==> src/rtl/cnn_window_gen_if.sv <==
// Stream interface for cnn_window_gen: pixel input handshake and window
// output handshake bundled together. The "slave" modport is the window
// generator's view; "master" is the environment (pixel source / window sink).
interface cnn_window_gen_if #(
    parameter int PW = 8,
    parameter int K  = 5,
    parameter int CW = 5
);
    logic                PIX_VALID;
    logic [PW-1:0]       PIX_DATA;
    logic                PIX_READY;
    logic                WIN_VALID;
    logic                WIN_READY;
    logic [K*K*PW-1:0]   WIN;
    logic [CW-1:0]       X;
    logic [CW-1:0]       Y;

    modport slave (
        input  PIX_VALID, PIX_DATA, WIN_READY,
        output PIX_READY, WIN_VALID, WIN, X, Y
    );

    modport master (
        output PIX_VALID, PIX_DATA, WIN_READY,
        input  PIX_READY, WIN_VALID, WIN, X, Y
    );
endinterface

==> src/rtl/cnn_window_gen.sv <==
// KxK sliding-window generator for the 5x5 convolution stage.
// Takes a raster-order pixel stream, keeps the previous K-1 rows in a line
// buffer and emits every no-padding window with its top-left coordinate.
// Optional: define CNN_WINDOW_GEN_ERR_EN to build the sticky protocol-error
// flag on ERR; otherwise ERR is tied low.
module cnn_window_gen #(
    parameter int IMG_W = 28,
    parameter int IMG_H = 28,
    parameter int K     = 5,
    parameter int PW    = 8,
    parameter int CW    = 5
) (
    input  logic                    CLK,
    input  logic                    nRST,
    input  logic                    START,
    cnn_window_gen_if.slave         bus,
    output logic                    BUSY,
    output logic                    FRAME_DONE,
    output logic                    ERR
);

    typedef enum logic [1:0] {
        S_IDLE   = 2'd0,
        S_STREAM = 2'd1,
        S_DRAIN  = 2'd2,
        S_DONE   = 2'd3
    } state_t;

    state_t          state_q, state_d;
    logic [CW-1:0]   row_q, row_d;
    logic [CW-1:0]   col_q, col_d;
    logic [CW-1:0]   x_q, x_d;
    logic [CW-1:0]   y_q, y_d;
    logic            win_valid_q, win_valid_d;
    logic            frame_done_q, frame_done_d;
    logic [PW-1:0]   win_q [K][K];
    logic [PW-1:0]   win_d [K][K];
    logic [PW-1:0]   lb_q  [K-1][IMG_W];
    logic [PW-1:0]   lb_d  [K-1][IMG_W];
    logic [PW-1:0]   col_vec [K];

    logic            pix_ready;
    logic            pix_acc;
    logic            win_acc;
    logic            win_hit;
    logic            last_pix;

    assign pix_ready = (state_q == S_STREAM) && (!win_valid_q || bus.WIN_READY);
    assign pix_acc   = pix_ready && bus.PIX_VALID;
    assign win_acc   = win_valid_q && bus.WIN_READY;
    assign win_hit   = (row_q >= CW'(K - 1)) && (col_q >= CW'(K - 1));
    assign last_pix  = (row_q == CW'(IMG_H - 1)) && (col_q == CW'(IMG_W - 1));

    assign bus.PIX_READY = pix_ready;
    assign bus.WIN_VALID = win_valid_q;
    assign bus.X         = x_q;
    assign bus.Y         = y_q;
    assign BUSY          = (state_q != S_IDLE);
    assign FRAME_DONE    = frame_done_q;

    // Window element (k,l) lands at bits [(k*K+l)*PW +: PW]
    for (genvar gk = 0; gk < K; gk++) begin : g_win_row
        for (genvar gl = 0; gl < K; gl++) begin : g_win_col
            assign bus.WIN[(gk*K+gl)*PW +: PW] = win_q[gk][gl];
        end
    end

    // Column vector: buffered rows ROW-K+1..ROW-1 of this column, new pixel last
    always_comb begin
        for (int unsigned k = 0; k < K - 1; k++) begin
            col_vec[k] = lb_q[k][col_q];
        end
        col_vec[K-1] = bus.PIX_DATA;
    end

    // Next-state: FSM, raster counters, window shift register, line buffer
    always_comb begin
        state_d      = state_q;
        row_d        = row_q;
        col_d        = col_q;
        x_d          = x_q;
        y_d          = y_q;
        win_valid_d  = win_valid_q && !win_acc;
        frame_done_d = (state_q == S_DONE);
        win_d        = win_q;
        lb_d         = lb_q;

        case (state_q)
            S_IDLE: begin
                if (START) begin
                    row_d   = '0;
                    col_d   = '0;
                    state_d = S_STREAM;
                end
            end
            S_STREAM: begin
                if (pix_acc) begin
                    // Oldest column drops out on the left, new column enters at l=K-1
                    for (int unsigned k = 0; k < K; k++) begin
                        for (int unsigned l = 0; l < K - 1; l++) begin
                            win_d[k][l] = win_q[k][l+1];
                        end
                        win_d[k][K-1] = col_vec[k];
                    end
                    // Each line-buffer column shifts up one row per accepted pixel
                    for (int unsigned k = 0; k < K - 2; k++) begin
                        lb_d[k][col_q] = lb_q[k+1][col_q];
                    end
                    lb_d[K-2][col_q] = bus.PIX_DATA;

                    if (col_q == CW'(IMG_W - 1)) begin
                        col_d = '0;
                        row_d = row_q + CW'(1);
                    end else begin
                        col_d = col_q + CW'(1);
                    end

                    if (win_hit) begin
                        win_valid_d = 1'b1;
                        x_d         = row_q - CW'(K - 1);
                        y_d         = col_q - CW'(K - 1);
                    end
                    if (last_pix) begin
                        state_d = S_DRAIN;
                    end
                end
            end
            S_DRAIN: begin
                if (win_acc) begin
                    state_d = S_DONE;
                end
            end
            S_DONE: begin
                state_d = S_IDLE;
            end
            default: begin
                state_d = S_IDLE;
            end
        endcase
    end

    // Control and output registers, synchronous active-low reset
    always_ff @(posedge CLK) begin
        if (!nRST) begin
            state_q      <= S_IDLE;
            row_q        <= '0;
            col_q        <= '0;
            x_q          <= '0;
            y_q          <= '0;
            win_valid_q  <= 1'b0;
            frame_done_q <= 1'b0;
            win_q        <= '{default: '0};
        end else begin
            state_q      <= state_d;
            row_q        <= row_d;
            col_q        <= col_d;
            x_q          <= x_d;
            y_q          <= y_d;
            win_valid_q  <= win_valid_d;
            frame_done_q <= frame_done_d;
            win_q        <= win_d;
        end
    end

    // Line buffer storage; contents are don't-care after reset
    always_ff @(posedge CLK) begin
        lb_q <= lb_d;
    end

`ifdef CNN_WINDOW_GEN_ERR_EN
    logic err_q, err_d;

    // Sticky protocol error: pixel offered outside STREAM or START while busy
    always_comb begin
        err_d = err_q;
        if (START && (state_q == S_IDLE)) begin
            err_d = 1'b0;
        end
        if ((bus.PIX_VALID && (state_q != S_STREAM)) || (START && BUSY)) begin
            err_d = 1'b1;
        end
    end

    // Error flag register
    always_ff @(posedge CLK) begin
        if (!nRST) begin
            err_q <= 1'b0;
        end else begin
            err_q <= err_d;
        end
    end

    assign ERR = err_q;
`else
    assign ERR = 1'b0;
`endif

endmodule

==> src/flat_wrapper.sv <==
// flat-port wrapper written by rule: the top's interface ports become plain ports
module cnn_window_gen_flat 
#(
    parameter int IMG_W = 28,
    parameter int IMG_H = 28,
    parameter int K     = 5,
    parameter int PW    = 8,
    parameter int CW    = 5
)
  (CLK, nRST, START, BUSY, FRAME_DONE, ERR, bus_PIX_VALID, bus_PIX_DATA, bus_WIN_READY, bus_PIX_READY, bus_WIN_VALID, bus_WIN, bus_X, bus_Y);
  cnn_window_gen_if #(.PW(PW), .K(K), .CW(CW)) bus_i ();
  input  logic CLK;
  input  logic nRST;
  input  logic START;
  output logic BUSY;
  output logic FRAME_DONE;
  output logic ERR;
  input wire logic [$bits(bus_i.PIX_VALID)-1:0] bus_PIX_VALID;
  input wire logic [$bits(bus_i.PIX_DATA)-1:0] bus_PIX_DATA;
  input wire logic [$bits(bus_i.WIN_READY)-1:0] bus_WIN_READY;
  output wire logic [$bits(bus_i.PIX_READY)-1:0] bus_PIX_READY;
  output wire logic [$bits(bus_i.WIN_VALID)-1:0] bus_WIN_VALID;
  output wire logic [$bits(bus_i.WIN)-1:0] bus_WIN;
  output wire logic [$bits(bus_i.X)-1:0] bus_X;
  output wire logic [$bits(bus_i.Y)-1:0] bus_Y;
  assign bus_i.PIX_VALID = bus_PIX_VALID;
  assign bus_i.PIX_DATA = bus_PIX_DATA;
  assign bus_i.WIN_READY = bus_WIN_READY;
  assign bus_PIX_READY = bus_i.PIX_READY;
  assign bus_WIN_VALID = bus_i.WIN_VALID;
  assign bus_WIN = bus_i.WIN;
  assign bus_X = bus_i.X;
  assign bus_Y = bus_i.Y;
  cnn_window_gen #(.IMG_W(IMG_W), .IMG_H(IMG_H), .K(K), .PW(PW), .CW(CW)) u_core (.CLK(CLK), .nRST(nRST), .START(START), .bus(bus_i), .BUSY(BUSY), .FRAME_DONE(FRAME_DONE), .ERR(ERR));
endmodule
==> config.mk <==
export PLATFORM = sky130hd
export DESIGN_NAME = cnn_window_gen_flat
export DESIGN_NICKNAME = d
export VERILOG_FILES = /design/src/rtl/cnn_window_gen_if.sv /design/src/rtl/cnn_window_gen.sv /design/src/flat_wrapper.sv
export SDC_FILE = /design/constraint.sdc
export NUM_CORES = 1
export LEC_CHECK = 0
export ABC_AREA = 1
export CAP_MARGIN = 20
export CORE_ASPECT_RATIO = 1.1
export CORE_MARGIN = 2
export CORE_UTILIZATION = 35
export DETAILED_ROUTE_END_ITERATION = 8
export PLACE_DENSITY = 0.61
export RECOVER_POWER = 25
export SYNTH_ARGS = -nofsm -noshare
export SYNTH_HDL_FRONTEND = slang
export SYNTH_SLANG_ARGS = --single-unit
==> constraint.sdc <==
create_clock -name CLK -period 3.35 [get_ports CLK]
set_clock_uncertainty 0.15 [all_clocks]
set_input_delay 0.5025 -clock CLK [delete_from_list [all_inputs] [get_ports CLK]]
set_output_delay 0.5025 -clock CLK [all_outputs]
set_load 0.005 [all_outputs]
# Word level (Yosys, flattened, before mapping)

Index checks and enable logic that the tools add are counted.

Bits in registers: 1120
Input bits: 13
Output and inout bits: 215
Logic and storage cells: 214

Add/subtract/negate cells: 4
Order comparisons: 4
Equality and inequality tests: 10
Muxes and demuxes: 33
Bitwise operators: 1
Reductions and logical operators: 18

Operators with widths:

| cell                                                                     | count |
|---|---|
| 224-bit bitwise mux                                                      | 4 |
| 8-bit binary-select mux with 5-bit select                                | 4 |
| 8-bit 2-to-1 mux                                                         | 9 |
| 8-bit demux with 5-bit select                                            | 1 |
| 5-bit 2-to-1 mux                                                         | 5 |
| 5-bit case mux with 2 select lines                                       | 2 |
| 5-bit by 1-bit adder with 5-bit output (second input constant)           | 2 |
| 5-bit == test (second input constant)                                    | 2 |
| 5-bit by 3-bit >= comparator with 1-bit output (second input constant)   | 2 |
| 5-bit by 3-bit subtractor with 5-bit output (second input constant)      | 2 |
| 2-bit 2-to-1 mux                                                         | 4 |
| 2-bit case mux with 4 select lines                                       | 1 |
| 4-bit AND reduction                                                      | 2 |
| 1-bit logical AND                                                        | 7 |
| 6-bit >= comparator (second input constant)                              | 1 |
| 6-bit by 1-bit < comparator with 1-bit output (second input constant)    | 1 |
| 2-bit by 1-bit inequality test with 1-bit output (second input constant) | 3 |
| 5-bit inverter with 6-bit output                                         | 1 |
| 3-bit AND reduction                                                      | 2 |
| 2-bit == test (second input constant)                                    | 2 |
| 2-bit inequality test (second input constant)                            | 2 |
| 2-bit nonzero test                                                       | 2 |
| 1-bit 2-to-1 mux                                                         | 3 |
| 2-bit by 1-bit == test with 1-bit output (second input constant)         | 1 |
| 4 further kinds                                                          | 5 |

# Longest topological paths before layout

Gate-level depths: netlist (run 1).

Word-level depth: 6
Mapped depth: 14
Depth with buffers taken out: 11

# Worst setup path before layout (run 1)

Ideal clock, no wire load.

Path type: reg2reg
From: register u_core.state_q[1]
To: register u_core.lb_q[0] (netlist bit), enable pin
Library setup time: 421 ps
Arrival: 2894 ps
Required time: 2779 ps
Path slack: -115 ps
Stages on the path, launching flop included: 10
Buffers on the path: 3
Clock period less this slack: 3465 ps
Cell sequence: dfxtp_1 > inv_1 > ha_1 > buf_2 > nand3_1 > inv_1 > buf_2 > buf_2 > nand2_1 > nor2_1

Cells in the longest elaborated chain, start to end: 4

RTL lines:

| element                                    | line                                       | source |
|---|---|---|
| start: declaration                         | cnn_window_gen.sv:29                       | `state_t state_q, state_d;` |
| start signal: assignment                   | cnn_window_gen.sv:154                      | `state_q <= state_d;` |
| 2-bit by 1-bit == test with 1-bit output * | cnn_window_gen.sv:48, cnn_window_gen.sv:88 |  |
| 1-bit logical AND                          | cnn_window_gen.sv:48                       | `assign pix_ready = (state_q == S_STREAM) && (!win_valid_q \|\| bus.WIN_READY);` |
| 1-bit logical AND                          | cnn_window_gen.sv:49                       | `assign pix_acc = pix_ready && bus.PIX_VALID;` |
| 2-bit AND reduction (no source line) *     | n/a                                        |  |
| end signal: assignment                     | cnn_window_gen.sv:167                      | `lb_q <= lb_d;` |
| end: declaration                           | cnn_window_gen.sv:38                       | `logic [PW-1:0] lb_q [K-1][IMG_W];` |

Mark *: on every way between the ends. The rest lies on a longest branch, timed or not.
A chain may end at the register's enable or synchronous reset.

==> results.ini, run 1 <==
[status]
outcome = finished with violations
violations = max-capacitance violations, max-slew violations

[timing]
fmax_mhz = 332
fin_crit_sh_pct = 90.0
worst_slew_pin_slew_ns = 1.99
hold_viol = 0
period_minus_slack_ns = 3.02
whs_ns = 0.189
slew_violations = 289
finalSetupViolations = 0
slew_headroom_pct = -32.9
rsz0062_at_grt = false
final.setup.worst_slack_ns = 0.334

[placement]
gp_congestion = 0.833
place_area_sq_um = 51200
dp_hpwl_microns = 75000
port_buffers = 226
dp_slack_ns = 0.237

[setup_path]
cp-end-kind = flop
path_max_fanout = 19
crit_family = buffers and inverters
cpPeakStageDelay_ns = 0.72
cp.arrival_ns = 3.17
rrSetupSlack_ns = 0.33
cp_cell_sequence = inv_1 -> nor3_4 -> inv_1 -> nor2_1 -> clkbuf_2
crit_path_start_kind = flop
timing.critical_path.buf_inv = 3
slowest_stage = clkbuf_2
cp_common_cell = inv_1
worst-setup-path-type = flop to flop
required_ns = 3.51

[routing]
dr.pass1.iters = 6
post_drt_wl_per_cell_microns = 19.0
viasPerCell = 4.85
detail-route-antenna-nets = 0
num_vias = 32400
drt_iter0_drc = 3163
finalWirelength_microns = 127000
post-route-drc-count = 0

[global_route]
globalRouteTotalUtil_pct = 18.5
grt_max_degree = 169
antenna_found_initial = 5
grt_pass1_vias = 30300
grt_overflow = 0
grt_pass1_wl_microns = 189000

[pwr]
p_leak_nw = 22.3
power_frac_seq_pct = 47.8
p_comb_share_pct = 15.1
p_sw_mw = 9.17
vdd_drop_max_uv = 425
clkPwrFrac_pct = 37.2
p_int_mw = 24.8
swShare_pct = 27.0
power_density_nw_per_um2 = 620
finalPower_mw = 34.0

[final_layout]
nets = 4928
fin_area_sq_um = 54900
syn_to_final_growth_pct = 19.3
diodes = 0
final_core_util_pct = 42.1
drive_gt1_share_pct = 7.17

[synth]
avgSynthCellArea_sq_um = 9.90
synth-xor-area-share_pct = 0.0762
synth-simple-area-share_pct = 20.4
ys_ff_latch = 1120
synthMuxAreaShare_pct = 0
synth_cell_type_count = 23
synth.area.top_cells = edfxtp_1 58%, nand2_1 13%, dfxtp_1 9.7%
synth_fa_ha_area_share_pct = 0.517
yosysMostFrequentCell = nand2_1
synth_top_family_by_area = simple AND/OR/NAND/NOR gates
synth_compound_area_share_pct = 3.89
synth_top_area_share_pct = 58.5
yosysTopAreaCell = edfxtp_1
syn_inst = 4649
async_reset_ff_share_pct = 0
yosys_warnings = 0
synth_area_sq_um = 46000
yosysSeqAreaShare_pct = 68.2
synth-edff-count = 896
synthFlopType = edfxtp_1
synth_common_cells = 1,634 x nand2_1, 896 x edfxtp_1, 555 x inv_1
syn-num-nets = 4681

[clock_tree]
holdBufCountCts = 0
root_buffer = clkbuf_16
clk_latency_ns = 0.71
ctsLongestPathBuffers = 3
post-cts-setup-buffers = 0
cts_max_level = 3
clock-sinks = 1120
path_clk_slew_ns = 0.06
cts_buffers = 113
cts-resized-gates = 0
tritoncts = built

[die]
dieArea_sq_um = 134000
fp.dieW_microns = 350
initial_core_util_pct = 35.3
io_pins = 228
fp.dieH_microns = 384
num_rows = 139
coreArea_sq_um = 130000

[hold_path]
hp-class = input pin to flop

[job]
drv_cap = 5

-- logic make-up after synthesis --
logic type	after synthesis
buffers and inverters	806
XOR/XNOR	4
AO/OA/AOI/OAI	346
other	1
adder cells (fa/ha/maj)	19
AND/OR/NAND/NOR	2353
flip-flops	1120
-- per-layer routing --
layer	global-route usage (%)	share of wire, %
met1	24.9	43
met2	31.0	48
met3	2.66	6.8
met4	5.16	2.4
met5	0	0.028
-- power groups by stage --
stage / clock network, mW / registers, mW / logic, mW
6_report: 12.6 / 16.2 / 5.12
5_1_grt: 13.4 / 16.3 / 5.69
4_1_cts: 12.9 / 16.2 / 5.20
3_5_place_dp: 0 / 16.5 / 5.18
3_3_place_gp: 0 / 16.5 / 5.12
2_1_floorplan: 0 / 16.5 / 3.10
-- layout make-up --
type                    count  area (sq um)
clock buffers             156          3180
clock inverters            56           542
fillers                 12300         75600
inverters                 562          2140
multi-input cells        2723         11700
flip-flops and latches   1120         31400
well taps                1692          2120
repair buffers            376          3790
-- state kept, by name, summed over array words and instances (netlist names) --
signal	flops
u_core.lb_q	896
u_core.bus.WIN	200
u_core.bus.X	5
u_core.bus.Y	5
u_core.col_q	5
u_core.row_q	5
u_core.state_q	2
u_core.FRAME_DONE	1
u_core.bus.WIN_VALID	1
-- cells in the final DEF, fill, tap and decap left out, drive strengths merged --
master and instances:
dlygate4sd3 218, xor2 4, o21a 24, ha 19
clkinv 37, clkinvlp 4, nor2 309, edfxtp 896
nor3 8, a21oi 218, dfxtp 224, bufinv 9
nand3 398, or2 2, inv 568, conb 1
nor3b 1, buf 139, o21ai 104, nand4 1
clkbuf 168, clkdlybuf4s50 7, nand2 1634
-- worst reg2reg max path: cells and delay by family (launching register included) --
family        cells  cell delay [ns]
flops             1             0.63
simple gates      2             0.52
buf+inv           3             1.32
-- final timing paths --
path / from / end / cells after the start
max: u_core.col_q[2]$_SDFFE_PN0P_ / u_core.lb_q[276]$_DFFE_PP_ / 5
min: nRST / u_core.bus.WIN[3]$_SDFFE_PN0P_ / 3
max reg2reg: u_core.col_q[2]$_SDFFE_PN0P_ / u_core.lb_q[276]$_DFFE_PP_ / 5
min reg2reg: u_core.bus.X[1]$_SDFFE_PN0P_ / u_core.bus.X[1]$_SDFFE_PN0P_ / 2
-- per-stage QoR --
step | std cells | TNS [ns]
5_1_grt | 6685 | 0
3_5_place_dp | 6473 | 0
4_1_cts | 6685 | 0
2_1_floorplan | 4649 | -103.22
6_report | 6685 | 0
3_3_place_gp | 6473 | 0
Power figures use the tool's default switching activity.
==> run 2: changes to the inputs <==
--- a/config.mk
+++ b/config.mk
@@ -7,7 +7,7 @@
 export LEC_CHECK = 0
 export ABC_AREA = 1
 export CAP_MARGIN = 20
-export CORE_ASPECT_RATIO = 1.1
+export CORE_ASPECT_RATIO = 1.75
 export CORE_MARGIN = 2
 export CORE_UTILIZATION = 35
 export DETAILED_ROUTE_END_ITERATION = 8
==> run 2 against run 1 <==
  * The flow still finishes with violations (max-capacitance violations, max-slew violations)
  * Non-clock buffer count is 1 lower
  * Worst setup slack got worse by 0.18 ns
  * Utilization is 0.62 points lower
  * Sequential power is essentially flat
  * Final cell count decreased by 0.55%
  * Critical path type unchanged
  * Highest routed layer is now met4
==> results.ini, run 2 (synthesis gave the netlist of run 1 again) <==
[setup_path]
cp-end-kind = flop
crit_path_start_kind = flop
worst-setup-path-type = flop to flop
cp.arrival_ns = 3.37
path_max_fanout = 10
required_ns = 3.52

[timing]
slew_violations = 275
slew_headroom_pct = -92.6
worst_slew_pin_slew_ns = 2.89
fin_crit_sh_pct = 95.4
period_minus_slack_ns = 3.20
fmax_mhz = 313
finalSetupViolations = 0
whs_ns = 0.184
hold_viol = 0
rsz0062_at_grt = false

[final_layout]
final_core_util_pct = 41.4
regMostFlops = u_core.lb_q
layout_common_cells = 1,634 x nand2_1, 896 x edfxtp_1, 553 x inv_1, 397 x nand3_1, 281 x nor2_1
final_common_cell = nand2_1
largest_register_ffs = 896
fin_area_sq_um = 54300
fillers = 12400
nets = 4908
syn_to_final_growth_pct = 18.0
drive_gt1_share_pct = 6.72

[placement]
dp_hpwl_microns = 76400
gp_congestion = 0.801
port_buffers = 226
place_area_sq_um = 51200

[pwr]
p_leak_nw = 21.9
vdd_drop_max_uv = 332
power_density_nw_per_um2 = 600

[global_route]
globalRouteTotalUtil_pct = 18.8
grt_pass1_vias = 30600
grt_overflow = 0
grt_pass1_wl_microns = 191000
antenna_found_initial = 1
grt_max_degree = 169

[routing]
finalWirelength_microns = 129000
detail-route-antenna-nets = 0
post_drt_wl_per_cell_microns = 19.4
dr.pass1.iters = 7
drt_iter0_drc = 2303
top_layer = met4
post-route-drc-count = 0
routed-wl-met3_microns = 6810
met2_length_microns = 69400
wl_met1_microns = 48700
num_vias = 32100
viasPerCell = 4.84

[clock_tree]
holdBufCountCts = 0
cts_max_level = 3
cts_buffers = 94
clock-sinks = 1120
ctsLongestPathBuffers = 3
tritoncts = built
cts-resized-gates = 0
path_clk_slew_ns = 0.07
clk_latency_ns = 0.70
root_buffer = clkbuf_16
post-cts-setup-buffers = 0

[status]
violations = max-capacitance violations, max-slew violations
outcome = finished with violations

[hold_path]
hp-class = input pin to flop

[die]
fp.dieW_microns = 278
io_pins = 228
num_rows = 176
coreArea_sq_um = 131000
initial_core_util_pct = 35.1
dieArea_sq_um = 134000
fp.dieH_microns = 484

[job]
drv_cap = 4

-- run 2: critical path: stages (launching register included) --
cell      delay [ns]
dfxtp_1         0.49
inv_2           0.17
nor3_1          0.58
inv_1           0.39
nor2_1          0.28
clkbuf_1        0.74
-- run 2: layer usage --
metal	up-vias	track usage, %
met3	213	2.47
li1	15400	-
met1	15500	21.4
met4	0	6.60
met2	987	35.6
met5	-	0
-- run 2: worst paths after layout --
path	start	to	slack, ns	cells past startpoint
setup / recovery	u_core.col_q[3]$_SDFFE_PN0P_	u_core.lb_q[25]$_DFFE_PP_	0.15	5
hold / removal	nRST	u_core.bus.WIN[84]$_SDFFE_PN0P_	0.18	3
setup reg to reg	u_core.col_q[3]$_SDFFE_PN0P_	u_core.lb_q[25]$_DFFE_PP_	0.15	5
hold reg to reg	u_core.bus.X[0]$_SDFFE_PN0P_	u_core.bus.X[0]$_SDFFE_PN0P_	0.30	2
-- run 2: layout make-up --
cell class | instances | area [sq um] | share of cell area [%]
flip-flops and latches | 1120 | 31400 | 57.8
multi-input cells | 2723 | 11700 | 21.5
repair buffers | 375 | 3820 | 7.03
clock buffers | 119 | 2630 | 4.84
inverters | 562 | 2140 | 3.94
well taps | 1691 | 2120 | 3.90
clock inverters | 57 | 509 | 0.938
diodes | 1 | 2.50 | 0.00461
-- run 2: stage by stage --
stage	total power [mW]	cells	worst slack (ns)	setup TNS (ns)
2_1_floorplan	19.6	4649	-0.115	-103.22
3_3_place_gp	21.7	6470	0.100	0
3_5_place_dp	21.7	6471	0.117	0
4_1_cts	32.9	6647	0.244	0
5_1_grt	33.9	6648	0.0848	0
6_report	32.6	6648	0.154	0
-- run 2: where the power goes --
group | internal (mW) | switching (mW)
combinational | 1.39 | 3.70
clock | 6.20 | 5.05
sequential | 16.1 | 0.212
